==> src/rtl/inversemapping_table_access_ctrl_pkg.sv <==
// rtl/inversemapping_table_access_ctrl_pkg.sv - regroup table geometry, entry fields and FSM states
package inversemapping_table_access_ctrl_pkg;

  localparam int ADDR_WIDTH  = 8;
  localparam int DATA_WIDTH  = 62;
  localparam int TABLE_DEPTH = 256;
  localparam int RD_LATENCY  = 2;

  localparam int FLOWID_MSB = 61;
  localparam int FLOWID_LSB = 48;
  localparam int DMAC_MSB   = 47;

  // One extra bit so the init counter can reach TABLE_DEPTH without wrapping.
  localparam int INIT_CNT_W = $clog2(TABLE_DEPTH) + 1;
  localparam int WAIT_CNT_W = $clog2(RD_LATENCY + 1);

  typedef logic [ADDR_WIDTH-1:0] addr_t;
  typedef logic [DATA_WIDTH-1:0] entry_t;

  typedef enum logic [2:0] {
    INIT_S   = 3'd0,
    IDLE_S   = 3'd1,
    LOOK_S   = 3'd2,
    CFG_WR_S = 3'd3,
    CFG_RD_S = 3'd4
  } state_t;

  function automatic entry_t make_entry(input logic [FLOWID_MSB-FLOWID_LSB:0] flowid,
                                        input logic [DMAC_MSB:0] dmac);
    return {flowid, dmac};
  endfunction

endpackage

==> src/rtl/inversemapping_table_access_ctrl_if.sv <==
// rtl/inversemapping_table_access_ctrl_if.sv - lookup, config, clear and table RAM signals
interface inversemapping_table_access_ctrl_if;
  import inversemapping_table_access_ctrl_pkg::*;

  logic   i_lookup_rd;
  addr_t  iv_lookup_raddr;
  entry_t ov_lookup_rdata;
  logic   o_lookup_ready;

  logic   i_cfg_wr;
  logic   i_cfg_rd;
  addr_t  iv_cfg_addr;
  entry_t iv_cfg_wdata;
  logic   o_cfg_ack;
  entry_t ov_cfg_rdata;

  logic   i_table_clear;
  logic   o_init_done;

  logic   o_ram_wr;
  logic   o_ram_rd;
  addr_t  ov_ram_addr;
  entry_t ov_ram_wdata;
  entry_t iv_ram_rdata;

  modport slave (
    input  i_lookup_rd, iv_lookup_raddr,
    output ov_lookup_rdata, o_lookup_ready,
    input  i_cfg_wr, i_cfg_rd, iv_cfg_addr, iv_cfg_wdata,
    output o_cfg_ack, ov_cfg_rdata,
    input  i_table_clear,
    output o_init_done,
    output o_ram_wr, o_ram_rd, ov_ram_addr, ov_ram_wdata,
    input  iv_ram_rdata
  );

  modport master (
    output i_lookup_rd, iv_lookup_raddr,
    input  ov_lookup_rdata, o_lookup_ready,
    output i_cfg_wr, i_cfg_rd, iv_cfg_addr, iv_cfg_wdata,
    input  o_cfg_ack, ov_cfg_rdata,
    output i_table_clear,
    input  o_init_done,
    input  o_ram_wr, o_ram_rd, ov_ram_addr, ov_ram_wdata,
    output iv_ram_rdata
  );

endinterface

==> src/rtl/inversemapping_table_access_ctrl.sv <==
// rtl/inversemapping_table_access_ctrl.sv - single-port regroup table arbiter with zero-fill
module inversemapping_table_access_ctrl
  import inversemapping_table_access_ctrl_pkg::*;
(
  input logic                               i_clk,
  input logic                               i_rst,
  inversemapping_table_access_ctrl_if.slave bus
);

  localparam logic [INIT_CNT_W-1:0] INIT_LAST = INIT_CNT_W'(TABLE_DEPTH);
  localparam logic [WAIT_CNT_W-1:0] WAIT_LAST = WAIT_CNT_W'(RD_LATENCY);

  state_t                state_q, state_d;
  logic [INIT_CNT_W-1:0] init_cnt_q, init_cnt_d;
  logic [WAIT_CNT_W-1:0] wait_cnt_q, wait_cnt_d;
  logic                  clr_pend_q, clr_pend_d;
  logic                  init_done_q, init_done_d;
  logic                  ready_q, ready_d;
  logic                  ack_q, ack_d;
  entry_t                cfg_rdata_q, cfg_rdata_d;
  logic                  ram_wr_q, ram_wr_d;
  logic                  ram_rd_q, ram_rd_d;
  addr_t                 ram_addr_q, ram_addr_d;
  entry_t                ram_wdata_q, ram_wdata_d;

  logic clear_req;
  logic cfg_req;
  logic lookup_grant;

  assign clear_req = clr_pend_q | bus.i_table_clear;
  // The requester still holds its level during the ack cycle; that must not start a second access.
  assign cfg_req = (bus.i_cfg_wr | bus.i_cfg_rd) & ~ack_q;
  assign lookup_grant = (state_q == LOOK_S) ||
                        ((state_q == IDLE_S) && !clear_req && bus.i_lookup_rd);

  always_ff @(posedge i_clk or posedge i_rst) begin
    if (i_rst) begin
      state_q     <= INIT_S;
      init_cnt_q  <= '0;
      wait_cnt_q  <= '0;
      clr_pend_q  <= 1'b0;
      init_done_q <= 1'b0;
      ready_q     <= 1'b0;
      ack_q       <= 1'b0;
      cfg_rdata_q <= '0;
      ram_wr_q    <= 1'b0;
      ram_rd_q    <= 1'b0;
      ram_addr_q  <= '0;
      ram_wdata_q <= '0;
    end else begin
      state_q     <= state_d;
      init_cnt_q  <= init_cnt_d;
      wait_cnt_q  <= wait_cnt_d;
      clr_pend_q  <= clr_pend_d;
      init_done_q <= init_done_d;
      ready_q     <= ready_d;
      ack_q       <= ack_d;
      cfg_rdata_q <= cfg_rdata_d;
      ram_wr_q    <= ram_wr_d;
      ram_rd_q    <= ram_rd_d;
      ram_addr_q  <= ram_addr_d;
      ram_wdata_q <= ram_wdata_d;
    end
  end

  always_comb begin
    state_d     = state_q;
    init_cnt_d  = init_cnt_q;
    wait_cnt_d  = wait_cnt_q;
    clr_pend_d  = clr_pend_q;
    init_done_d = init_done_q;
    ack_d       = 1'b0;
    cfg_rdata_d = cfg_rdata_q;
    ram_wr_d    = 1'b0;
    ram_rd_d    = 1'b0;
    ram_addr_d  = ram_addr_q;
    ram_wdata_d = ram_wdata_q;

    if (bus.i_table_clear && (state_q != INIT_S) && (state_q != IDLE_S)) begin
      clr_pend_d = 1'b1;
    end

    case (state_q)
      INIT_S: begin
        if (bus.i_table_clear) begin
          init_cnt_d = '0;
        end else if (init_cnt_q == INIT_LAST) begin
          state_d     = IDLE_S;
          init_done_d = 1'b1;
        end else begin
          ram_wr_d    = 1'b1;
          ram_addr_d  = init_cnt_q[ADDR_WIDTH-1:0];
          ram_wdata_d = '0;
          init_cnt_d  = init_cnt_q + INIT_CNT_W'(1);
        end
      end

      IDLE_S: begin
        if (clear_req) begin
          state_d     = INIT_S;
          init_cnt_d  = '0;
          init_done_d = 1'b0;
          clr_pend_d  = 1'b0;
        end else if (bus.i_lookup_rd) begin
          state_d    = LOOK_S;
          wait_cnt_d = '0;
        end else if (cfg_req && bus.i_cfg_wr) begin
          state_d     = CFG_WR_S;
          ram_wr_d    = 1'b1;
          ram_addr_d  = bus.iv_cfg_addr;
          ram_wdata_d = bus.iv_cfg_wdata;
        end else if (cfg_req) begin
          state_d    = CFG_RD_S;
          ram_rd_d   = 1'b1;
          ram_addr_d = bus.iv_cfg_addr;
          wait_cnt_d = '0;
        end
      end

      LOOK_S: begin
        // Hold the port until the last issued lookup read has returned its data.
        if (bus.i_lookup_rd) begin
          wait_cnt_d = '0;
        end else if (wait_cnt_q == WAIT_LAST) begin
          state_d = IDLE_S;
        end else begin
          wait_cnt_d = wait_cnt_q + WAIT_CNT_W'(1);
        end
      end

      CFG_WR_S: begin
        ack_d   = 1'b1;
        state_d = IDLE_S;
      end

      CFG_RD_S: begin
        if (wait_cnt_q == WAIT_LAST) begin
          cfg_rdata_d = bus.iv_ram_rdata;
          ack_d       = 1'b1;
          state_d     = IDLE_S;
        end else begin
          wait_cnt_d = wait_cnt_q + WAIT_CNT_W'(1);
        end
      end

      default: begin
        state_d = INIT_S;
      end
    endcase

    ready_d = ((state_d == IDLE_S) || (state_d == LOOK_S)) && !clr_pend_d && !cfg_req;
  end

  assign bus.ov_lookup_rdata = bus.iv_ram_rdata;
  assign bus.o_lookup_ready  = ready_q;
  assign bus.o_cfg_ack       = ack_q;
  assign bus.ov_cfg_rdata    = cfg_rdata_q;
  assign bus.o_init_done     = init_done_q;
  assign bus.o_ram_wr        = ram_wr_q;
  assign bus.o_ram_rd        = lookup_grant ? bus.i_lookup_rd : ram_rd_q;
  assign bus.ov_ram_addr     = lookup_grant ? bus.iv_lookup_raddr : ram_addr_q;
  assign bus.ov_ram_wdata    = ram_wdata_q;

endmodule

==> src/flat_wrapper.sv <==
// flat-port wrapper written by rule: the top's interface ports become plain ports
module inversemapping_table_access_ctrl_flat import inversemapping_table_access_ctrl_pkg::*;
  (i_clk, i_rst, bus_i_lookup_rd, bus_iv_lookup_raddr, bus_ov_lookup_rdata, bus_o_lookup_ready, bus_i_cfg_wr, bus_i_cfg_rd, bus_iv_cfg_addr, bus_iv_cfg_wdata, bus_o_cfg_ack, bus_ov_cfg_rdata, bus_i_table_clear, bus_o_init_done, bus_o_ram_wr, bus_o_ram_rd, bus_ov_ram_addr, bus_ov_ram_wdata, bus_iv_ram_rdata);
  inversemapping_table_access_ctrl_if bus_i ();
  input logic i_clk;
  input logic i_rst;
  input wire logic [$bits(bus_i.i_lookup_rd)-1:0] bus_i_lookup_rd;
  input wire logic [$bits(bus_i.iv_lookup_raddr)-1:0] bus_iv_lookup_raddr;
  output wire logic [$bits(bus_i.ov_lookup_rdata)-1:0] bus_ov_lookup_rdata;
  output wire logic [$bits(bus_i.o_lookup_ready)-1:0] bus_o_lookup_ready;
  input wire logic [$bits(bus_i.i_cfg_wr)-1:0] bus_i_cfg_wr;
  input wire logic [$bits(bus_i.i_cfg_rd)-1:0] bus_i_cfg_rd;
  input wire logic [$bits(bus_i.iv_cfg_addr)-1:0] bus_iv_cfg_addr;
  input wire logic [$bits(bus_i.iv_cfg_wdata)-1:0] bus_iv_cfg_wdata;
  output wire logic [$bits(bus_i.o_cfg_ack)-1:0] bus_o_cfg_ack;
  output wire logic [$bits(bus_i.ov_cfg_rdata)-1:0] bus_ov_cfg_rdata;
  input wire logic [$bits(bus_i.i_table_clear)-1:0] bus_i_table_clear;
  output wire logic [$bits(bus_i.o_init_done)-1:0] bus_o_init_done;
  output wire logic [$bits(bus_i.o_ram_wr)-1:0] bus_o_ram_wr;
  output wire logic [$bits(bus_i.o_ram_rd)-1:0] bus_o_ram_rd;
  output wire logic [$bits(bus_i.ov_ram_addr)-1:0] bus_ov_ram_addr;
  output wire logic [$bits(bus_i.ov_ram_wdata)-1:0] bus_ov_ram_wdata;
  input wire logic [$bits(bus_i.iv_ram_rdata)-1:0] bus_iv_ram_rdata;
  assign bus_i.i_lookup_rd = bus_i_lookup_rd;
  assign bus_i.iv_lookup_raddr = bus_iv_lookup_raddr;
  assign bus_ov_lookup_rdata = bus_i.ov_lookup_rdata;
  assign bus_o_lookup_ready = bus_i.o_lookup_ready;
  assign bus_i.i_cfg_wr = bus_i_cfg_wr;
  assign bus_i.i_cfg_rd = bus_i_cfg_rd;
  assign bus_i.iv_cfg_addr = bus_iv_cfg_addr;
  assign bus_i.iv_cfg_wdata = bus_iv_cfg_wdata;
  assign bus_o_cfg_ack = bus_i.o_cfg_ack;
  assign bus_ov_cfg_rdata = bus_i.ov_cfg_rdata;
  assign bus_i.i_table_clear = bus_i_table_clear;
  assign bus_o_init_done = bus_i.o_init_done;
  assign bus_o_ram_wr = bus_i.o_ram_wr;
  assign bus_o_ram_rd = bus_i.o_ram_rd;
  assign bus_ov_ram_addr = bus_i.ov_ram_addr;
  assign bus_ov_ram_wdata = bus_i.ov_ram_wdata;
  assign bus_i.iv_ram_rdata = bus_iv_ram_rdata;
  inversemapping_table_access_ctrl u_core (.i_clk(i_clk), .i_rst(i_rst), .bus(bus_i));
endmodule
==> config.mk <==
export PLATFORM = sky130hd
export DESIGN_NAME = inversemapping_table_access_ctrl_flat
export DESIGN_NICKNAME = d
export VERILOG_FILES = /design/src/rtl/inversemapping_table_access_ctrl_pkg.sv /design/src/rtl/inversemapping_table_access_ctrl_if.sv /design/src/rtl/inversemapping_table_access_ctrl.sv /design/src/flat_wrapper.sv
export SDC_FILE = /design/constraint.sdc
export NUM_CORES = 1
export LEC_CHECK = 0
export BUFFER_PORTS_ARGS = -buffer_cell sky130_fd_sc_hd__buf_4
export CAP_MARGIN = 25
export CORE_AREA = 2 2 136 138
export CTS_BUF_LIST = sky130_fd_sc_hd__clkbuf_4 sky130_fd_sc_hd__clkbuf_8
export DETAILED_ROUTE_END_ITERATION = 16
export DIE_AREA = 0 0 138 140
export GPL_ROUTABILITY_DRIVEN = 0
export HOLD_SLACK_MARGIN = 0.03
export MAX_ROUTING_LAYER = met4
export PLACE_DENSITY = 0.74
export RECOVER_POWER = 100
export SETUP_SLACK_MARGIN = 0.3
export SYNTH_ARGS = -nofsm -noshare
export SYNTH_HDL_FRONTEND = slang
export SYNTH_SLANG_ARGS = --single-unit
==> constraint.sdc <==
create_clock -name i_clk -period 5.8 [get_ports i_clk]
set_input_delay 1.45 -clock i_clk [delete_from_list [all_inputs] [get_ports i_clk]]
set_output_delay 1.45 -clock i_clk [all_outputs]
set_load 0.02 [all_outputs]
==> impl_metrics.py, run 1 <==
metrics = {
    "status": {
        "status": "complete, but fails checks",
        "violations": "max-capacitance violations, max-slew violations",
    },
    "cells_and_area": {
        "final-seq-area_mm2": 0.00380,
        "final_nets": 1058,
        "finalInstanceArea_mm2": 0.00918,
        "area.growth.synth_to_final_pct": 26.5,
        "stdcell_count": 1149,
        "final_layout_size_suffix_gt1_share_pct": 29.7,
        "combined_area_of_the_multi_input_logic_cells_mm2": 0.00257,
        "antennaDiodeCount": 0,
        "final_util_pct": 51.7,
        "fillerInstances": 1775,
    },
    "critical_path": {
        "worst_setup_path_end_kind": "output port",
        "critPathLaunchType": "input pin",
        "timing.setup.critical_path_class": "input pin to output port",
        "worst_case_reg_to_reg_path_depth": 4,
        "rr_endpoint": "u_core.init_cnt_q[3]",
        "crit_required_ns": 4.35,
        "timing.critical_path.arrival_ns": 3.30,
        "timing.critical_path.to": "bus_ov_ram_addr[2]",
        "rr_startpoint": "u_core.state_q[0]",
        "worstPathMaxFanout": 11,
        "timing.reg2reg.setup_slack_ns": 1.30,
        "cp-startpoint": "bus_i_table_clear",
    },
    "sta": {
        "final_hold_viol_count": 0,
        "fin_crit_sh_pct": 81.9,
        "finalSetupViolations": 0,
        "timing.max_slew.rel_slack_pct": -135,
        "max_freq_ghz": 0.211,
        "final.setup.tns_ns": 0,
        "min_cycle_time_layout_ns": 4.75,
        "rsz0062_at_grt": "false",
        "report.final.slew_viol_count": 270,
        "clock-skew-final_ns": 0.0172,
        "worst_pin_slew_ns": 3.53,
    },
    "floorplan": {
        "die_w_um": 138,
        "ios": 345,
        "initial_core_util_pct": 40.8,
        "core-area_mm2": 0.0178,
        "die_height_um": 140,
        "die_area_mm2": 0.0193,
        "row_count": 49,
    },
    "placed_design": {
        "dp_hpwl_mm": 14.6,
        "place_inst": 1117,
        "portBuffers": 344,
        "dpl-instance-area_mm2": 0.00957,
    },
    "detailed_routing": {
        "detail-route-antenna-nets": 0,
        "drt_pre_antenna_iters": 4,
        "drcViolationCount": 0,
        "route.vias.total": 5412,
        "drt-vias-per-instance": 4.71,
        "wl_final_mm": 19.5,
        "drt-wirelength-per-cell_um": 17.0,
        "drt_first_iter_violations": 226,
    },
    "logic_synthesis": {
        "synth-edff-count": 0,
        "syn_nets": 777,
        "yosysUniqueCellTypes": 51,
        "post_synth_inst_count": 627,
        "postSynthAreaPerCell_um2": 11.6,
        "synth_async_sr_flop_share_pct": 100,
        "synth.ff_latch_count": 152,
        "syn_area_mm2": 0.00726,
        "synth.yosys.seq_area_share_pct": 52.4,
        "synth_top_flop_cell": "sky130_fd_sc_hd__dfrtp_1",
        "yosys_warnings": 0,
    },
    "pwr": {
        "power.leakage_uw": 0.00439,
        "ir_drop_mv": 0.180,
        "cellPowerDensity_mw_per_mm2": 270,
    },
    "clock_tree": {
        "clock_insertion_delay_at_the_later_pin_of_the_skew_report_ns": 0.43,
        "cts_max_level": 4,
        "number_of_gates_resized_after_cts": 0,
        "clockBufferDepth": 2,
        "cts.repair_timing.setup_buffer_count": 0,
        "worst_setup_hold_path_clk_slew_ns": 0.08,
        "cts_root_buffer": "sky130_fd_sc_hd__clkbuf_8",
        "tritoncts_clock_tree": "done",
        "cts-hold-fix-buffers": 0,
        "clock_sinks": 152,
        "cts-buffers-inserted": 17,
    },
    "global_routing": {
        "grt_start_max_net_pins": 79,
        "first_global_vias": 5491,
        "grt_overflow_total": 0,
        "grt_first_pass_wirelength_mm": 30.5,
        "antenna_found_initial": 0,
        "gr-usage-all-layers_pct": 20.5,
    },
    "min_path": {
        "hold_wc_startpoint": "u_core.bus.ov_cfg_rdata[41]",
        "worstHoldPathCells": 1,
        "timing.hold.worst.class": "flop to flop",
    },
    "flow_run": {
        "cap_violations": 4,
    },
}
==> cell usage in the layout, fill, tap and decap left out, types with 2 or more instances in the layout <==
cell type                      n
sky130_fd_sc_hd__clkinv_2      2
sky130_fd_sc_hd__o31ai_1       2
sky130_fd_sc_hd__nand3_1       2
sky130_fd_sc_hd__clkbuf_2      2
sky130_fd_sc_hd__mux2i_1      64
sky130_fd_sc_hd__o21ai_0      11
sky130_fd_sc_hd__a31oi_1       2
sky130_fd_sc_hd__nand4_1       3
sky130_fd_sc_hd__o21a_1        2
sky130_fd_sc_hd__inv_1        68
sky130_fd_sc_hd__ha_1          4
sky130_fd_sc_hd__dfrtp_1     152
sky130_fd_sc_hd__nand2b_1      6
sky130_fd_sc_hd__clkbuf_8     19
sky130_fd_sc_hd__clkbuf_4      3
sky130_fd_sc_hd__clkbuf_1    201
sky130_fd_sc_hd__buf_12        2
sky130_fd_sc_hd__nand2_1      73
sky130_fd_sc_hd__a2bb2oi_4     2
sky130_fd_sc_hd__buf_4       144
sky130_fd_sc_hd__nor3b_1       4
sky130_fd_sc_hd__nor2b_1       8
sky130_fd_sc_hd__clkinvlp_4    4
sky130_fd_sc_hd__or3_1         2
sky130_fd_sc_hd__a22o_1        2
sky130_fd_sc_hd__a31o_2        2
sky130_fd_sc_hd__nor2_1        9
sky130_fd_sc_hd__and3_1        4
sky130_fd_sc_hd__nor3_1        6
sky130_fd_sc_hd__clkinv_4      2
sky130_fd_sc_hd__mux2_2       83
sky130_fd_sc_hd__a21oi_1       5
==> worst min-delay path by stage <==
stage | to | slack [ns]
global placement | u_core.bus.ov_cfg_rdata[49] | 0.49
finish | u_core.bus.ov_cfg_rdata[41] | 0.51
global route | u_core.bus.ov_cfg_rdata[48] | 0.52
CTS | u_core.bus.ov_cfg_rdata[7] | 0.51
floorplan | u_core.wait_cnt_q[0] | 0.47
detailed placement | u_core.wait_cnt_q[0] | 0.49
==> area by class of cell <==
class                   count  share of cell area [%]
flip-flops and latches    152                    41.4
multi-input cells         318                    28.0
repair buffers            350                    20.6
well taps                 229                    3.12
clock buffers              21                    3.01
inverters                  69                    2.83
clock inverters            10                    1.05
==> power breakdown <==
| part | internal (µW) | leakage [µW] | switching, µW |
|---|---|---|---|
| sequential | 1100 | 0.00211 | 41.1 |
| clock | 370 | 0.000181 | 399 |
| combinational | 242 | 0.00210 | 319 |
==> metal layers <==
metal / track usage (%) / part of all wire [%] / up-vias
met5: - / 0 / -
met4: 5.80 / 1.7 / 0
met3: 4.79 / 5.7 / 19
met2: 34.2 / 51 / 208
met1: 25.1 / 42 / 2600
li1: - / - / 2585
==> worst max-delay path: stages <==
cell and delay [ns]:
sky130_fd_sc_hd__clkbuf_1 0.22, sky130_fd_sc_hd__nor4b_1 0.34, sky130_fd_sc_hd__a22oi_1 0.14, sky130_fd_sc_hd__nor2_1 0.56, sky130_fd_sc_hd__mux2_2 0.41, sky130_fd_sc_hd__clkbuf_1 0.17
==> metrics by stage <==
step,total power [µW],setup WS (ns),hold WS (ns)
after floorplan,1570,1.64,0.466
after global placement,1770,1.48,0.491
after detailed placement,1780,1.37,0.495
after CTS,2560,1.36,0.515
after global routing,2600,0.820,0.519
final,2480,1.05,0.506
==> cells by family (layout without fill, tap and decap cells) <==
kind of cell             Yosys count  count (layout)  share of synthesized area [%]
AO/OA/AOI/OAI                     38              38                           3.96
adder cells (fa/ha/maj)            4               4                          0.689
buffers and inverters            157             450                           12.2
flip-flops                       152             152                           52.4
multiplexers                     148             148                           21.9
AND/OR/NAND/NOR                  128             128                           8.89
==> cell usage after synthesis, drive strengths merged, types with 3 or more instances <==
cell / number / area share, %
nor2b: 8 / 0.69
nand4: 3 / 0.26
buf: 79 / 8.2
clkbuf: 9 / 0.47
and3: 4 / 0.34
nor3b: 4 / 0.57
o21ai: 12 / 0.98
ha: 4 / 0.69
a21oi: 5 / 0.34
nor3: 6 / 0.41
mux2i: 64 / 8.8
nand2: 73 / 3.8
mux2: 84 / 13
inv: 69 / 3.6
dfrtp: 152 / 52
nor2: 9 / 0.50
nand2b: 6 / 0.52
==> state kept, by name, indices dropped and copies added, names as in the netlist <==
register,cells
u_core.bus.o_cfg_ack,1
u_core.bus.o_init_done,1
u_core.bus.o_lookup_ready,1
u_core.bus.o_ram_wr,1
u_core.bus.ov_cfg_rdata,62
u_core.bus.ov_ram_wdata,62
u_core.clr_pend_q,1
u_core.init_cnt_q,9
u_core.ram_addr_q,8
u_core.ram_rd_q,1
u_core.state_q,3
u_core.wait_cnt_q,2
Note: power is estimated with default switching activity, not from simulation.
==> inputs of run 2 (changes only) <==
--- a/config.mk
+++ b/config.mk
@@ -5,12 +5,13 @@
 export SDC_FILE = /design/constraint.sdc
 export NUM_CORES = 1
 export LEC_CHECK = 0
+export ABC_AREA = 1
 export BUFFER_PORTS_ARGS = -buffer_cell sky130_fd_sc_hd__buf_4
 export CAP_MARGIN = 25
-export CORE_AREA = 2 2 136 138
+export CORE_AREA = 2 2 134 136
 export CTS_BUF_LIST = sky130_fd_sc_hd__clkbuf_4 sky130_fd_sc_hd__clkbuf_8
 export DETAILED_ROUTE_END_ITERATION = 16
-export DIE_AREA = 0 0 138 140
+export DIE_AREA = 0 0 136 138
 export GPL_ROUTABILITY_DRIVEN = 0
 export HOLD_SLACK_MARGIN = 0.03
 export MAX_ROUTING_LAYER = met4
==> constraint.sdc (replaced) <==
create_clock -name i_clk -period 4.19 [get_ports i_clk]
set_input_delay 1.0475 -clock i_clk [delete_from_list [all_inputs] [get_ports i_clk]]
set_output_delay 1.0475 -clock i_clk [all_outputs]
set_load 0.02 [all_outputs]
==> run 2 against run 1 <==
  * The run still ends with max-capacitance violations, max-slew violations left
  * Worst hold slack got worse by 0.026 ns
  * Critical path depth increased by 3
  * Worst setup slack got worse by 0.55 ns
  * Core utilization decreased by 0.68 points
  * Largest power group unchanged
  * Highest routed layer unchanged
==> impl_metrics.py, run 2 <==
metrics = {
    "critical_path": {
        "crit_required_ns": 3.14,
        "cp-startpoint": "bus_i_table_clear",
        "critPathLaunchType": "input pin",
        "crit_family": "simple AND/OR/NAND/NOR gates",
        "worst_case_reg_to_reg_path_depth": 8,
        "worstPathMaxFanout": 17,
        "rr_endpoint": "u_core.bus.ov_ram_wdata[55]",
        "crit_path_top_delay_cell": "sky130_fd_sc_hd__nand2_1",
        "crit_path_cells": "clkbuf_1 -> nor2_1 -> inv_1 -> nor2_1 -> nand2_1 -> nand2_1 -> inv_1 -> o21ai_0 -> buf_4",
        "bufs_and_invs_on_worst_path": 4,
        "timing.setup.critical_path_class": "input pin to output port",
        "worst_setup_path_end_kind": "output port",
        "timing.reg2reg.setup_slack_ns": 1.13,
        "rr_startpoint": "u_core.state_q[1]",
        "cpPeakStageDelay_ns": 0.41,
        "timing.critical_path.arrival_ns": 2.64,
    },
    "placed_design": {
        "place_inst": 1316,
        "portBuffers": 344,
        "dpl-instance-area_mm2": 0.00928,
        "dp_hpwl_mm": 15.4,
    },
    "floorplan": {
        "row_count": 49,
        "die_w_um": 136,
        "die_height_um": 138,
        "initial_core_util_pct": 39.6,
        "die_area_mm2": 0.0188,
        "ios": 345,
        "core-area_mm2": 0.0175,
    },
    "logic_synthesis": {
        "synth_top_flop_cell": "sky130_fd_sc_hd__dfrtp_1",
        "syn_area_mm2": 0.00694,
        "synthDominantCellAreaShare_pct": 54.8,
        "synth_xor_xnor_area_share_pct": 0,
        "area_fraction_in_compound_gates_after_synthesis_pct": 8.47,
        "synth_simple_gate_area_share_pct": 21.2,
        "postSynthAreaPerCell_um2": 8.36,
        "synth_top_family_by_area": "simple AND/OR/NAND/NOR gates",
        "synth-edff-count": 0,
        "top_count_cell_post_synth": "sky130_fd_sc_hd__nand2_1",
        "yosysUniqueCellTypes": 25,
        "netlist.top_cell.by_area": "sky130_fd_sc_hd__dfrtp_1",
        "synth_area_leaders": "sky130_fd_sc_hd__dfrtp_1 (55%), sky130_fd_sc_hd__nand2_1 (14%), sky130_fd_sc_hd__buf_4 (7.0%)",
        "syn_nets": 981,
        "muxShareOfSynthArea_pct": 0,
        "post_synth_inst_count": 831,
        "synth_fa_ha_area_share_pct": 0.721,
        "yosys_warnings": 0,
        "synth.top_cells.by_count": "sky130_fd_sc_hd__nand2_1 (255), sky130_fd_sc_hd__dfrtp_1 (152), sky130_fd_sc_hd__inv_1 (100)",
        "synth_async_sr_flop_share_pct": 100,
        "synth.yosys.seq_area_share_pct": 54.8,
        "synth.ff_latch_count": 152,
    },
    "status": {
        "violations": "max-capacitance violations, max-slew violations",
        "status": "complete, but fails checks",
    },
    "pwr": {
        "clock_share_of_power_pct": 41.1,
        "logic_gate_share_of_total_power_pct": 9.2,
        "cellPowerDensity_mw_per_mm2": 332,
        "power.leakage_uw": 0.00409,
        "power.sequential.fraction_pct": 49.6,
        "intPower_uw": 2200,
        "ir_drop_mv": 0.230,
        "power.switching_fraction_pct": 26.0,
        "power_switching_uw": 773,
    },
    "clock_tree": {
        "tritoncts_clock_tree": "done",
        "clockBufferDepth": 2,
        "clock_insertion_delay_at_the_later_pin_of_the_skew_report_ns": 0.45,
        "cts-buffers-inserted": 17,
        "cts-hold-fix-buffers": 0,
        "clock_sinks": 152,
        "worst_setup_hold_path_clk_slew_ns": 0.08,
        "cts_root_buffer": "sky130_fd_sc_hd__clkbuf_8",
        "cts_max_level": 4,
        "cts.repair_timing.setup_buffer_count": 0,
    },
    "detailed_routing": {
        "wl_final_mm": 20.7,
        "drt_pre_antenna_iters": 5,
        "drt_first_iter_violations": 240,
        "route.vias.total": 6326,
        "drt-vias-per-instance": 4.69,
        "drcViolationCount": 0,
        "drt-wirelength-per-cell_um": 15.4,
        "detail-route-antenna-nets": 0,
    },
    "sta": {
        "clock-skew-final_ns": 0.0110,
        "final_hold_viol_count": 0,
        "hold-worst-slack_ns": 0.480,
        "finalSetupViolations": 0,
        "fin_crit_sh_pct": 88.0,
        "report.final.slew_viol_count": 37,
        "final.setup.tns_ns": 0,
        "worst_pin_slew_ns": 1.90,
        "timing.max_slew.rel_slack_pct": -26.8,
        "min_cycle_time_layout_ns": 3.69,
        "rsz0062_at_grt": "false",
        "max_freq_ghz": 0.271,
    },
    "global_routing": {
        "antenna_found_initial": 0,
        "grt_start_max_net_pins": 88,
        "gr-usage-all-layers_pct": 22.6,
        "grt_first_pass_wirelength_mm": 31.9,
        "first_global_vias": 6117,
        "grt_overflow_total": 0,
    },
    "cells_and_area": {
        "area.growth.synth_to_final_pct": 28.7,
        "antennaDiodeCount": 0,
        "combined_area_of_the_multi_input_logic_cells_mm2": 0.00210,
        "layout.cells.most_common_list": "sky130_fd_sc_hd__nand2_1 (256), sky130_fd_sc_hd__clkbuf_1 (204), sky130_fd_sc_hd__dfrtp_1 (152)",
        "finalInstanceArea_mm2": 0.00894,
        "final_layout_size_suffix_gt1_share_pct": 17.0,
        "stdcell_count": 1349,
        "final-seq-area_mm2": 0.00380,
        "fillerInstances": 1875,
        "final_nets": 1257,
        "final_util_pct": 51.0,
        "layout_commonest_cell": "sky130_fd_sc_hd__nand2_1",
    },
    "flow_run": {
        "cap_violations": 1,
    },
    "min_path": {
        "timing.hold.worst.class": "flop to flop",
        "worstHoldEndpoint": "u_core.bus.ov_cfg_rdata[51]",
        "worstHoldPathCells": 2,
        "hold_wc_startpoint": "u_core.bus.ov_cfg_rdata[51]",
    },
}
-- run 2: area by class of cell --
type,instances,area share [%]
Sequential cell,152,42.6
Multi-Input combinational cell,478,23.5
Timing Repair Buffer,354,21.6
Inverter,104,4.38
Tap cell,229,3.21
Clock buffer,18,2.70
Clock inverter,14,2.10
-- run 2: metal layers --
metal  routed length, µm  share of wire [%]  GRT usage (%)
met2                9650                 47           35.8
met4                 599                2.9           8.39
met5                   0                  0              -
met1                8300                 40           26.6
met3                2190                 11           7.74
-- run 2: power groups by stage --
stage	clock [µW]	combinational (µW)	sequential, µW
after floorplan	0	154	1510
after global placement	0	311	1500
after detailed placement	0	313	1500
after CTS	1260	314	1480
after global routing	1320	298	1480
final	1220	274	1480
-- run 2: timing repair --
action / 4_1_cts / 5_1_grt
resized for setup: 0 / 1
endpoints found under the hold margin: 0 / 0
endpoints found under the setup margin: 0 / 1
-- run 2: cell families (layout without fill, tap and decap cells) --
group | after synthesis | in the layout
flip-flops | 152 | 152
AND/OR/NAND/NOR | 361 | 361
AO/OA/AOI/OAI | 113 | 113
adder cells (fa/ha/maj) | 4 | 4
buffers and inverters | 201 | 490
-- run 2: per-stage QoR --
step | setup slack (ns) | power (µW)
4_1_cts | 0.549 | 3040
5_1_grt | 0.287 | 3100
3_5_place_dp | 0.576 | 1820
3_3_place_gp | 0.607 | 1820
2_1_floorplan | 0.960 | 1660
6_report | 0.502 | 2970
-- run 2: worst min-delay path, stage by stage (launching register included) --
cell and delay, ns:
sky130_fd_sc_hd__dfrtp_1 0.35, sky130_fd_sc_hd__nand2_1 0.05, sky130_fd_sc_hd__nand2_1 0.05
-- run 2: worst max-delay path by stage --
stage / to / slack, ns / cells past startpoint
6_report: bus_o_ram_rd / 0.50 / 9
5_1_grt: bus_o_ram_rd / 0.29 / 9
4_1_cts: bus_o_ram_rd / 0.55 / 9
3_5_place_dp: bus_o_ram_rd / 0.58 / 9
3_3_place_gp: bus_o_ram_rd / 0.61 / 9
2_1_floorplan: bus_o_ram_rd / 0.96 / 7
